--- src/rtl/fifo_arb_pkg.sv ---
// Shared definitions for FIFO port arbiters: state encoding, clog2 helper and
// default sizing constants.
package fifo_arb_pkg;

    typedef enum logic {
        IDLE  = 1'b0,
        GRANT = 1'b1
    } arb_state_t;

    localparam int DEF_NREQ  = 4;
    localparam int DEF_BURST = 4;

    function automatic int clog2(input int v);
        int r;
        r = 0;
        for (int i = 0; i < 31; i++) begin
            if ((1 << i) < v) r = i + 1;
        end
        return r;
    endfunction

endpackage

--- src/rtl/fifo_rd_arbiter_rr_pick.sv ---
// Rotating-priority picker: lowest set request at or above ptr, else wrap to
// the lowest set request overall. Output is one-hot or zero.
module rr_pick #(
    parameter int N  = 4,
    parameter int PW = 2
) (
    input  logic [N-1:0]  req,
    input  logic [PW-1:0] ptr,
    output logic [N-1:0]  winner,
    output logic          any
);
    logic [N-1:0] upper_mask;
    logic [N-1:0] upper;
    logic [N-1:0] sel;

    // Bits at or above ptr; isolating the lowest set bit of the chosen vector
    // yields the winner without any variable indexing.
    assign upper_mask = ~((N'(1) << ptr) - N'(1));
    assign upper      = req & upper_mask;
    assign sel        = (|upper) ? upper : req;
    assign winner     = sel & (~sel + N'(1));
    assign any        = |req;

endmodule

--- src/rtl/fifo_rd_arbiter.sv ---
// Read-side arbiter sharing one async-FIFO read port among NREQ consumers with
// BURST-bounded grants. Define FIFO_RD_ARB_FIXED_PRIO_EN for fixed priority.
module fifo_rd_arbiter
    import fifo_arb_pkg::*;
#(
    parameter int NREQ  = DEF_NREQ,
    parameter int DSIZE = 8,
    parameter int BURST = DEF_BURST
) (
    input  logic             rclk,
    input  logic             rrst,
    input  logic             rempty,
    input  logic [DSIZE-1:0] rdata,
    output logic             rinc,
    input  logic [NREQ-1:0]  req,
    input  logic [NREQ-1:0]  rd_ready,
    output logic [NREQ-1:0]  rd_valid,
    output logic [DSIZE-1:0] rd_data,
    output logic [NREQ-1:0]  gnt,
    output logic             busy
);
    localparam int CW = clog2(BURST) + 1;
    localparam int PW = (clog2(NREQ) > 0) ? clog2(NREQ) : 1;
    localparam logic [CW-1:0] LAST = CW'(BURST - 1);

    arb_state_t      state, state_nx;
    logic [NREQ-1:0] gnt_nx;
    logic [CW-1:0]   cnt, cnt_nx;
    logic [NREQ-1:0] pick;
    logic            pick_any;
    logic [PW-1:0]   pick_ptr;
    logic            xfer;
    logic            req_g;
    logic            rel;

`ifdef FIFO_RD_ARB_FIXED_PRIO_EN
    assign pick_ptr = '0;
`else
    logic [PW-1:0] rr_ptr, rr_ptr_nx, after_g;

    assign pick_ptr = rr_ptr;

    always_comb begin
        after_g = '0;
        for (int i = 0; i < NREQ; i++) begin
            if (gnt[i]) after_g = PW'((i + 1) % NREQ);
        end
    end
`endif

    rr_pick #(
        .N  (NREQ),
        .PW (PW)
    ) u_pick (
        .req    (req),
        .ptr    (pick_ptr),
        .winner (pick),
        .any    (pick_any)
    );

    assign busy     = (state == GRANT);
    assign xfer     = busy & ~rempty & (|(gnt & rd_ready));
    assign req_g    = |(gnt & req);
    assign rinc     = xfer;
    assign rd_valid = (busy && !rempty) ? gnt : '0;
    assign rd_data  = rdata;
    // A withdrawn request releases even if its final word moves this cycle.
    assign rel      = (xfer && (cnt == LAST)) || !req_g;

    always_comb begin
        state_nx  = state;
        gnt_nx    = gnt;
        cnt_nx    = cnt;
`ifndef FIFO_RD_ARB_FIXED_PRIO_EN
        rr_ptr_nx = rr_ptr;
`endif
        case (state)
            IDLE: begin
                if (pick_any) begin
                    state_nx = GRANT;
                    gnt_nx   = pick;
                    cnt_nx   = '0;
                end
            end
            GRANT: begin
                if (xfer) cnt_nx = cnt + CW'(1);
                if (rel) begin
                    state_nx  = IDLE;
                    gnt_nx    = '0;
                    cnt_nx    = '0;
`ifndef FIFO_RD_ARB_FIXED_PRIO_EN
                    rr_ptr_nx = after_g;
`endif
                end
            end
            default: begin
                state_nx = IDLE;
                gnt_nx   = '0;
                cnt_nx   = '0;
            end
        endcase
    end

    always_ff @(posedge rclk) begin
        if (rrst) begin
            state  <= IDLE;
            gnt    <= '0;
            cnt    <= '0;
`ifndef FIFO_RD_ARB_FIXED_PRIO_EN
            rr_ptr <= '0;
`endif
        end else begin
            state  <= state_nx;
            gnt    <= gnt_nx;
            cnt    <= cnt_nx;
`ifndef FIFO_RD_ARB_FIXED_PRIO_EN
            rr_ptr <= rr_ptr_nx;
`endif
        end
    end

endmodule

--- config.mk ---
export PLATFORM = sky130hd
export DESIGN_NAME = fifo_rd_arbiter
export DESIGN_NICKNAME = d
export VERILOG_FILES = /design/src/rtl/fifo_arb_pkg.sv /design/src/rtl/fifo_rd_arbiter_rr_pick.sv /design/src/rtl/fifo_rd_arbiter.sv
export SDC_FILE = /design/constraint.sdc
export NUM_CORES = 1
export LEC_CHECK = 0
export ABC_AREA = 0
export CAP_MARGIN = 15
export CORE_MARGIN = 4
export CORE_UTILIZATION = 44
export DETAILED_ROUTE_END_ITERATION = 6
export PLACE_DENSITY = 0.84
export SYNTH_ARGS = -nofsm -noshare
export SYNTH_HDL_FRONTEND = slang
export SYNTH_SLANG_ARGS = --single-unit
--- constraint.sdc ---
create_clock -name rclk -period 2.4 [get_ports rclk]
set_clock_uncertainty 0.15 [all_clocks]
set_input_delay 0.48 -clock rclk [delete_from_list [all_inputs] [get_ports rclk]]
set_output_delay 0.48 -clock rclk [all_outputs]
set_load 0.01 [all_outputs]
# [Word level (Yosys, flattened, before mapping)]
# Index checks and enable logic that the tools add are counted.
[totals] ff_bits=10 input_bits=19 word_cells=50 out_inout_bits=18
[classes] muxes=16 reduce_logical=12 shift=1 n_addsub=3 n_eq_ne=4 bitwise=10
[ops] cell="4-bit bitwise AND" count=4
[ops] cell="4-bit two-way mux" count=4
[ops] cell="4-bit OR reduction" count=4
[ops] cell="3-bit two-way mux" count=3
[ops] cell="4-bit inverter" count=2
[ops] cell="4-bit case mux with 2 select lines" count=1
[ops] cell="2-bit two-way mux" count=3
[ops] cell="3-bit case mux with 2 select lines" count=1
[ops] cell="2-bit AND reduction" count=3
[ops] cell="4-bit by 1-bit adder with 4-bit output, second input constant" count=1
[ops] cell="1-bit by 2-bit << shifter with 4-bit output, first input constant" count=1
[ops] cell="4-bit by 2-bit subtractor with 4-bit output, second input constant" count=1
[ops] cell="3-bit by 1-bit adder with 3-bit output, second input constant" count=1
[ops] cell="3-bit by 2-bit equality test with 1-bit output, second input constant" count=1
[ops] cell="1-bit two-way mux" count=3
[ops] cell="3-bit by 1-bit inequality test with 1-bit output, second input constant" count=1
[ops] cell="1-bit bitwise AND" count=2
[ops] cell="1-bit logical AND" count=2
[ops] cell="1-bit zero test" count=2
[ops] cell="2-bit by 1-bit inequality test with 1-bit output, second input constant" count=1
[ops] cell="2-bit inequality test, second input constant" count=1
[ops] cell="1-bit inverter" count=2
[ops] cell="1-bit case mux with 2 select lines" count=1
[ops] cell="1-bit logical OR" count=1

# [Logic depth before layout (Yosys ltp)]
# Gate-level depths: netlist (run 1).
[depth] word_depth=11 ltp_mapped=5 mapped_depth_nobuf=5

# [By module]
# A second synthesis (run 1) with hierarchy kept.
[unflattened] cells_unflattened=94 hier_area_um2=764.5
[by_module_without_submodules] module="fifo_rd_arbiter" area_each_um2=646.9 instances=1 cells_per_inst=75 seq_area_each_um2=200.2
[by_module_without_submodules] module="rr_pick" area_each_um2=117.6 instances=1 cells_per_inst=19 seq_area_each_um2=0.0

# [Worst setup path before layout (run 1)]
# Ideal clock, no wire load.
[synth_timing] path_type="input to output" start="in rd_ready[0]" end="out rinc" required_ns=1.770 n_path_buf=0 arrival_time_ns=1.053 slack_ns=0.717 path_stages=3 cell_sequence="a22o_4 -> nor2_1 -> nor3_1"
[synth_via] elab_chain_cells=3
[synth_rtl] element="from (decl)" line_no="fifo_rd_arbiter.sv:16" source="input logic [NREQ-1:0] rd_ready,"
[synth_rtl] element="4-bit bitwise AND" line_no="fifo_rd_arbiter.sv:62" source="assign xfer = busy & ~rempty & (|(gnt & rd_ready));"
[synth_rtl] element="4-bit OR reduction" line_no="fifo_rd_arbiter.sv:62"
[synth_rtl] element="1-bit bitwise AND" line_no="fifo_rd_arbiter.sv:62"
[synth_rtl] element="to (decl)" line_no="fifo_rd_arbiter.sv:14" source="output logic rinc,"
# Every way passes these cells.

# [Final worst setup path (run 1)]
[layout_timing] start="in rempty" end="out rd_valid[0]"
[layout_via] elab_chain_cells=3
[layout_rtl] element="from (decl)" line_no="fifo_rd_arbiter.sv:12" source="input logic rempty,"
[layout_rtl] element="1-bit zero test" line_no="fifo_rd_arbiter.sv:65" source="assign rd_valid = (busy && !rempty) ? gnt : '0;"
[layout_rtl] element="1-bit logical AND" line_no="fifo_rd_arbiter.sv:65"
[layout_rtl] element="4-bit two-way mux" line_no="fifo_rd_arbiter.sv:65"
[layout_rtl] element="to (decl)" line_no="fifo_rd_arbiter.sv:17" source="output logic [NREQ-1:0] rd_valid,"
# Every way passes these cells.

==> impl_metrics.csv, run 1 <==
group,metric,value,unit
sta,hold_viol,0,
floorplanning,core_area,1750,µm²
floorplanning,die_w,50.9,µm
yosys,synth_fp_nets,113,
yosys,synth_seq_area_share,24.7,%
global_route,grt_pass1_wl,3.26,mm
clock_network,cts.path.max_buffers,2,
global_route,overflow,0,
clock_network,ctsHtreeMaxLevel,1,
pwr,leakagePower,0.422,nW
drt,route.detailed.drc,0,
setup_path,cp_data_required_time,1.77,ns
global_route,grt_pass1_vias,766,
yosys,yosys.cell_types.count,34,
sta,relSlewSlack,72.1,%
setup_path,crit_fanout,4,
setup_path,startpoint_type,"primary input",
sta,rsz0062_at_grt,"false",
cells_and_area,diodes,0,
drt,avgViaCountPerCell,5.69,
clock_network,postCtsHoldBufs,0,
global_route,antenna_found_initial,0,
cells_and_area,final_cell_mix,"clkdlybuf4s50_1 (17), a21oi_1 (10), dfxtp_1 (10)",
drt,final_antenna_net_count,0,
sta,setup_viol,0,
clock_network,clock_sinks,10,
cells_and_area,n_fill_cell,160,
sta,max_freq,424,MHz
setup_path,crit_type,"in2out",
cells_and_area,fin_nets,134,
sta,tightest_slew,0.417,ns
sta,final.period_utilization,98.2,%
drt,wire_per_inst,14.4,µm
place,place_area,993,µm²
setup_path,worst_ep_arrival_time,1.73,ns
yosys,syn_area_per_cell,8.81,µm²
yosys,syn_area,811,µm²
drt,num_vias,780,
status,status,"finished, final reports clean",
cells_and_area,drive_above_1_share,17.9,%
global_route,grt_max_degree,14,
place,dp_cells,132,
pwr,ir_drop,0.391,mV
min_path,hold_class,"reg2reg",
floorplanning,rows,15,
flow_run,cap_violations,0,
clock_network,cts_buffers,3,
global_route,grt_use_total,15.8,%
drt,first_pass_iters,4,
cells_and_area,fin_util,59.2,%
clock_network,cts_tree,"yes",
setup_path,endpoint_kind,"output pin",
yosys,synthCells,92,
drt,drt-total-wl,1.98,mm
sta,min_period,2.36,ns
cells_and_area,stdcell_count,137,
yosys,yosysWarnings,0,
clock_network,clk_pin_slew,0.08,ns
cells_and_area,area_growth,27.5,%
sta,slew_violations,0,
floorplanning,dieArea,2590,µm²
clock_network,clock_latency,0.27,ns
floorplanning,die_y,50.9,µm
pwr,powerDensity,447,nW/µm²
drt,drtIter0Drc,20,
cells_and_area,fin_area,1030,µm²
floorplanning,start_util,46.5,%
place,io_buffers,20,
floorplanning,ios,37,
yosys,ys_seq_elements,10,
clock_network,root_buffer,"clkbuf_4",
place,gp_congestion,0.826,
pwr,finalPower,0.462,mW
cells_and_area,final_common_cell,"clkdlybuf4s50_1",
## registers in the layout (all words and copies together), names as in the netlist
| register | flops |
|---|---|
| busy | 1 |
| cnt | 3 |
| gnt | 4 |
| pick_ptr | 2 |
## final timing paths
path	startpoint	to	slack [ns]	cells after the start
worst min-delay path	cnt[2]	cnt[2]	0.33	2
worst min register to register	cnt[2]	cnt[2]	0.33	2
worst max register to register	gnt[0]	pick_ptr[0]	0.70	5
worst max-delay path	rempty	rd_valid[0]	0.04	4
## cell families (layout without fill, tap and decap cells)
family | count (synthesis) | count (layout) | share of synthesized area, %
buf+inv | 16 | 36 | 13.9
simple gates | 30 | 30 | 20.2
fa+ha+maj | 2 | 2 | 3.09
mux | 3 | 3 | 3.70
compound gates | 31 | 31 | 34.4
flops | 10 | 10 | 24.7
## power breakdown
part / internal (mW) / total (mW) / leakage, nW / switching [mW]
Sequential: 0.173 / 0.183 / 0.0814 / 0.00986
Clock: 0.0919 / 0.155 / 0.0210 / 0.0634
Combinational: 0.0623 / 0.124 / 0.320 / 0.0614
Total: 0.327 / 0.462 / 0.422 / 0.135
## timing repair
action                                  4_1_cts  5_1_grt
endpoints found under the setup margin        5        2
setup buffers                                 0        1
resized for setup                             4        0
## routing by layer
| layer | track usage, % | vias to the layer above | share of wire [%] |
|---|---|---|---|
| met3 | 4.66 | 4 | 7.6 |
| met5 | 0 | - | 0 |
| met4 | 4.04 | 0 | 0.40 |
| met1 | 18.0 | 378 | 40 |
| li1 | - | 376 | - |
| met2 | 28.5 | 22 | 51 |
## synthesized netlist by cell type
library cell / number / area, µm²
nand2b_1: 4 / 25.0
o21ai_0: 1 / 5.00
o21bai_1: 2 / 15.0
o211ai_1: 1 / 7.51
dlygate4sd1_1: 1 / 8.76
and3_2: 1 / 7.51
a22o_4: 2 / 35.0
and3_1: 2 / 12.5
a22oi_2: 2 / 25.0
a2bb2oi_1: 1 / 8.76
a21oi_1: 10 / 50.1
inv_1: 5 / 18.8
o2111ai_1: 2 / 17.5
o21a_1: 1 / 7.51
mux2i_1: 3 / 30.0
buf_6: 1 / 11.3
o22ai_1: 1 / 6.26
a21o_1: 2 / 15.0
a211o_1: 3 / 26.3
nand3_1: 4 / 20.0
ha_1: 2 / 25.0
nand4_1: 3 / 18.8
clkbuf_8: 1 / 13.8
dfxtp_1: 10 / 200
o2111ai_4: 1 / 26.3
nor3_1: 3 / 15.0
buf_4: 8 / 60.1
nand4b_1: 1 / 8.76
o311ai_4: 1 / 26.3
nand2_1: 1 / 3.75
a22oi_1: 1 / 7.51
nor2b_1: 2 / 12.5
nand3_2: 1 / 10.0
nor2_1: 8 / 30.0
## critical path, stage by stage
cell             delay (ns)
clkdlybuf4s50_1        0.45
inv_2                  0.10
and3_1                 0.15
clkdlybuf4s50_1        0.54
## stage by stage
stage	worst slack (ns)	hold WS, ns	TNS (ns)
after floorplan	0.717	0.298	0
after global placement	-0.0894	0.313	-0.228
after detailed placement	-0.0799	0.334	-0.232
after CTS	0.00872	0.345	0
after global routing	0.00639	0.383	0
final	0.0436	0.333	0
## final cells by class
type                       instances  area, µm²  share of cell area [%]
multi-input combinational         66        498                    48.2
timing repair buffer              27        249                    24.1
sequential                        10        200                    19.4
clock buffer                       4       36.3                    3.51
tap                               25       31.3                    3.03
inverter                           5       18.8                    1.82
Note: power is estimated with default switching activity, not from simulation.
==> run 2: changes to the inputs <==
==> constraint.sdc (replaced) <==
create_clock -name rclk -period 2.4 [get_ports rclk]
set_clock_uncertainty 0.15 [all_clocks]
set_input_delay 0.36 -clock rclk [delete_from_list [all_inputs] [get_ports rclk]]
set_output_delay 0.36 -clock rclk [all_outputs]
set_load 0.01 [all_outputs]
==> impl_metrics.csv, run 2 (same netlist as run 1, synthesis figures left out) <==
group,metric,value,unit
status,status,"finished, final reports clean",
setup_path,worst_ep_arrival_time,1.80,ns
pwr,leakagePower,0.395,nW
clock_network,clock_sinks,10,
global_route,grt_max_degree,14,
clock_network,root_buffer,"clkbuf_4",
global_route,grt_pass1_vias,737,
drt,drtIter0Drc,17,
setup_path,worst-r2r-cell-count,5,
clock_network,cts.path.max_buffers,2,
global_route,grt_use_total,16.5,%
flow_run,cap_violations,0,
floorplanning,die_w,50.9,µm
drt,final_antenna_net_count,0,
sta,max_freq,433,MHz
pwr,internal-power,0.325,mW
floorplanning,core_area,1750,µm²
clock_network,clock_latency,0.27,ns
drt,wire_per_inst,14.3,µm
drt,num_vias,770,
setup_path,startpoint_type,"primary input",
pwr,finalPower,0.458,mW
drt,first_pass_iters,4,
setup_path,reg2reg_from,"gnt[1]",
cells_and_area,fin_util,58.3,%
global_route,overflow,0,
pwr,comb_power_share,25.7,%
setup_path,path_cells,"clkdlybuf4s50_1, a22o_4, nor2_2, nor3_1, clkdlybuf4s50_1",
min_path,hold_class,"reg2reg",
sta,relSlewSlack,71.2,%
place,io_buffers,20,
sta,hold_viol,0,
cells_and_area,fin_nets,131,
cells_and_area,final_common_cell,"clkdlybuf4s50_1",
setup_path,crit_top_cell,"clkdlybuf4s50_1",
min_path,holdPathStages,2,
pwr,clkPwrFrac,33.9,%
pwr,seq_power_share,40.5,%
sta,final.period_utilization,96.2,%
clock_network,post_cts_buffers,0,
min_path,min_from,"cnt[2]",
drt,avgViaCountPerCell,5.75,
clock_network,cts_resized,0,
cells_and_area,stdcell_count,134,
floorplanning,rows,15,
global_route,grt_pass1_wl,3.24,mm
setup_path,crit_fanout,3,
setup_path,critPathTopFamily,"buffers and inverters",
cells_and_area,regMostFlops,"gnt",
sta,tns,0,ns
drt,route.detailed.drc,0,
setup_path,crit_type,"in2out",
floorplanning,ios,37,
sta,tightest_slew,0.431,ns
setup_path,r2r_end,"pick_ptr[0]",
pwr,powerDensity,450,nW/µm²
floorplanning,dieArea,2590,µm²
floorplanning,start_util,46.5,%
setup_path,slowest_stage,"clkdlybuf4s50_1",
cells_and_area,diodes,0,
setup_path,crit_path_max_incr_delay,0.48,ns
cells_and_area,area_growth,25.5,%
place,gp_congestion,0.793,
cells_and_area,largest_register_ffs,4,
sta,setup_viol,0,
drt,drt-total-wl,1.91,mm
min_path,whs_endpoint,"cnt[2]",
sta,rsz0062_at_grt,"false",
setup_path,endpoint_kind,"output pin",
sta,min_period,2.31,ns
cells_and_area,drive_above_1_share,15.6,%
cells_and_area,final_cell_mix,"clkdlybuf4s50_1 (20), a21oi_1 (10), dfxtp_1 (10)",
setup_path,r2r_slack,0.75,ns
global_route,antenna_found_initial,0,
clock_network,postCtsHoldBufs,0,
setup_path,crit_buf_inv,2,
setup_path,cp_data_required_time,1.89,ns
pwr,switching_power,0.133,mW
clock_network,ctsHtreeMaxLevel,1,
sta,slew_violations,0,
clock_network,cts_tree,"yes",
place,dp_cells,130,
place,hpwl,1.49,mm
pwr,ir_drop,0.269,mV
floorplanning,die_y,50.9,µm
clock_network,clk_pin_slew,0.08,ns
clock_network,cts_buffers,3,
sta,hold_ws,0.340,ns
pwr,switching_share,29.1,%
## run 2: changes by cell type in the layout (fill, tap and decap cells not counted)
cell	delta
inv_2	-1
nor2_2	+1
buf_4	-3
clkdlybuf4s50_1	+3
nor2_1	-1
inv_1	+1
dlygate4sd2_1	-3
## run 2: power groups by stage
stage	combinational (mW)	clock [mW]	sequential [mW]
floorplan	0.0822	0	0.187
global placement	0.114	0	0.189
detailed placement	0.117	0	0.189
CTS	0.117	0.161	0.185
global route	0.128	0.170	0.187
finish	0.118	0.155	0.185
## run 2: area by class of cell
type	count	area, µm²
multi-input combinational	66	500
inverter	5	18.8
timing repair buffer	24	230
sequential	10	200
tap	25	31.3
fill	168	728
clock buffer	4	36.3
## run 2: tightest hold or removal path: cells and delay by family (launching register included)
family           cells  cell delay (ns)
DFF                  1             0.32
and+or+nand+nor      1             0.06
muxes                1             0.06
## run 2: stage by stage
stage	setup WS [ns]	cell area [µm²]
3_3_place_gp	0.0516	978
6_report	0.0907	1020
4_1_cts	0.0145	1010
5_1_grt	0.00145	1020
2_1_floorplan	0.903	811
3_5_place_dp	0.0322	978
## run 2: worst max path at each step
stage,start,end,slack [ns],depth (start not counted)
finish,rd_ready[2],rinc,0.09,5
global route,busy,rd_valid[1],0.001,3
CTS,rd_ready[2],rinc,0.01,5
detailed placement,rd_ready[2],rinc,0.03,5
global placement,rd_ready[2],rinc,0.05,5
floorplan,gnt[2],rinc,0.90,3
## run 2: layer usage
metal / global-route usage [%] / part of all wire, % / vias up / wire (µm)
met5: 0 / 0 / - / 0
met2: 27.3 / 49 / 33 / 941
met3: 4.66 / 8.0 / 5 / 153
li1: - / - / 374 / -
met4: 7.62 / 1.4 / 0 / 26
met1: 19.5 / 41 / 358 / 791
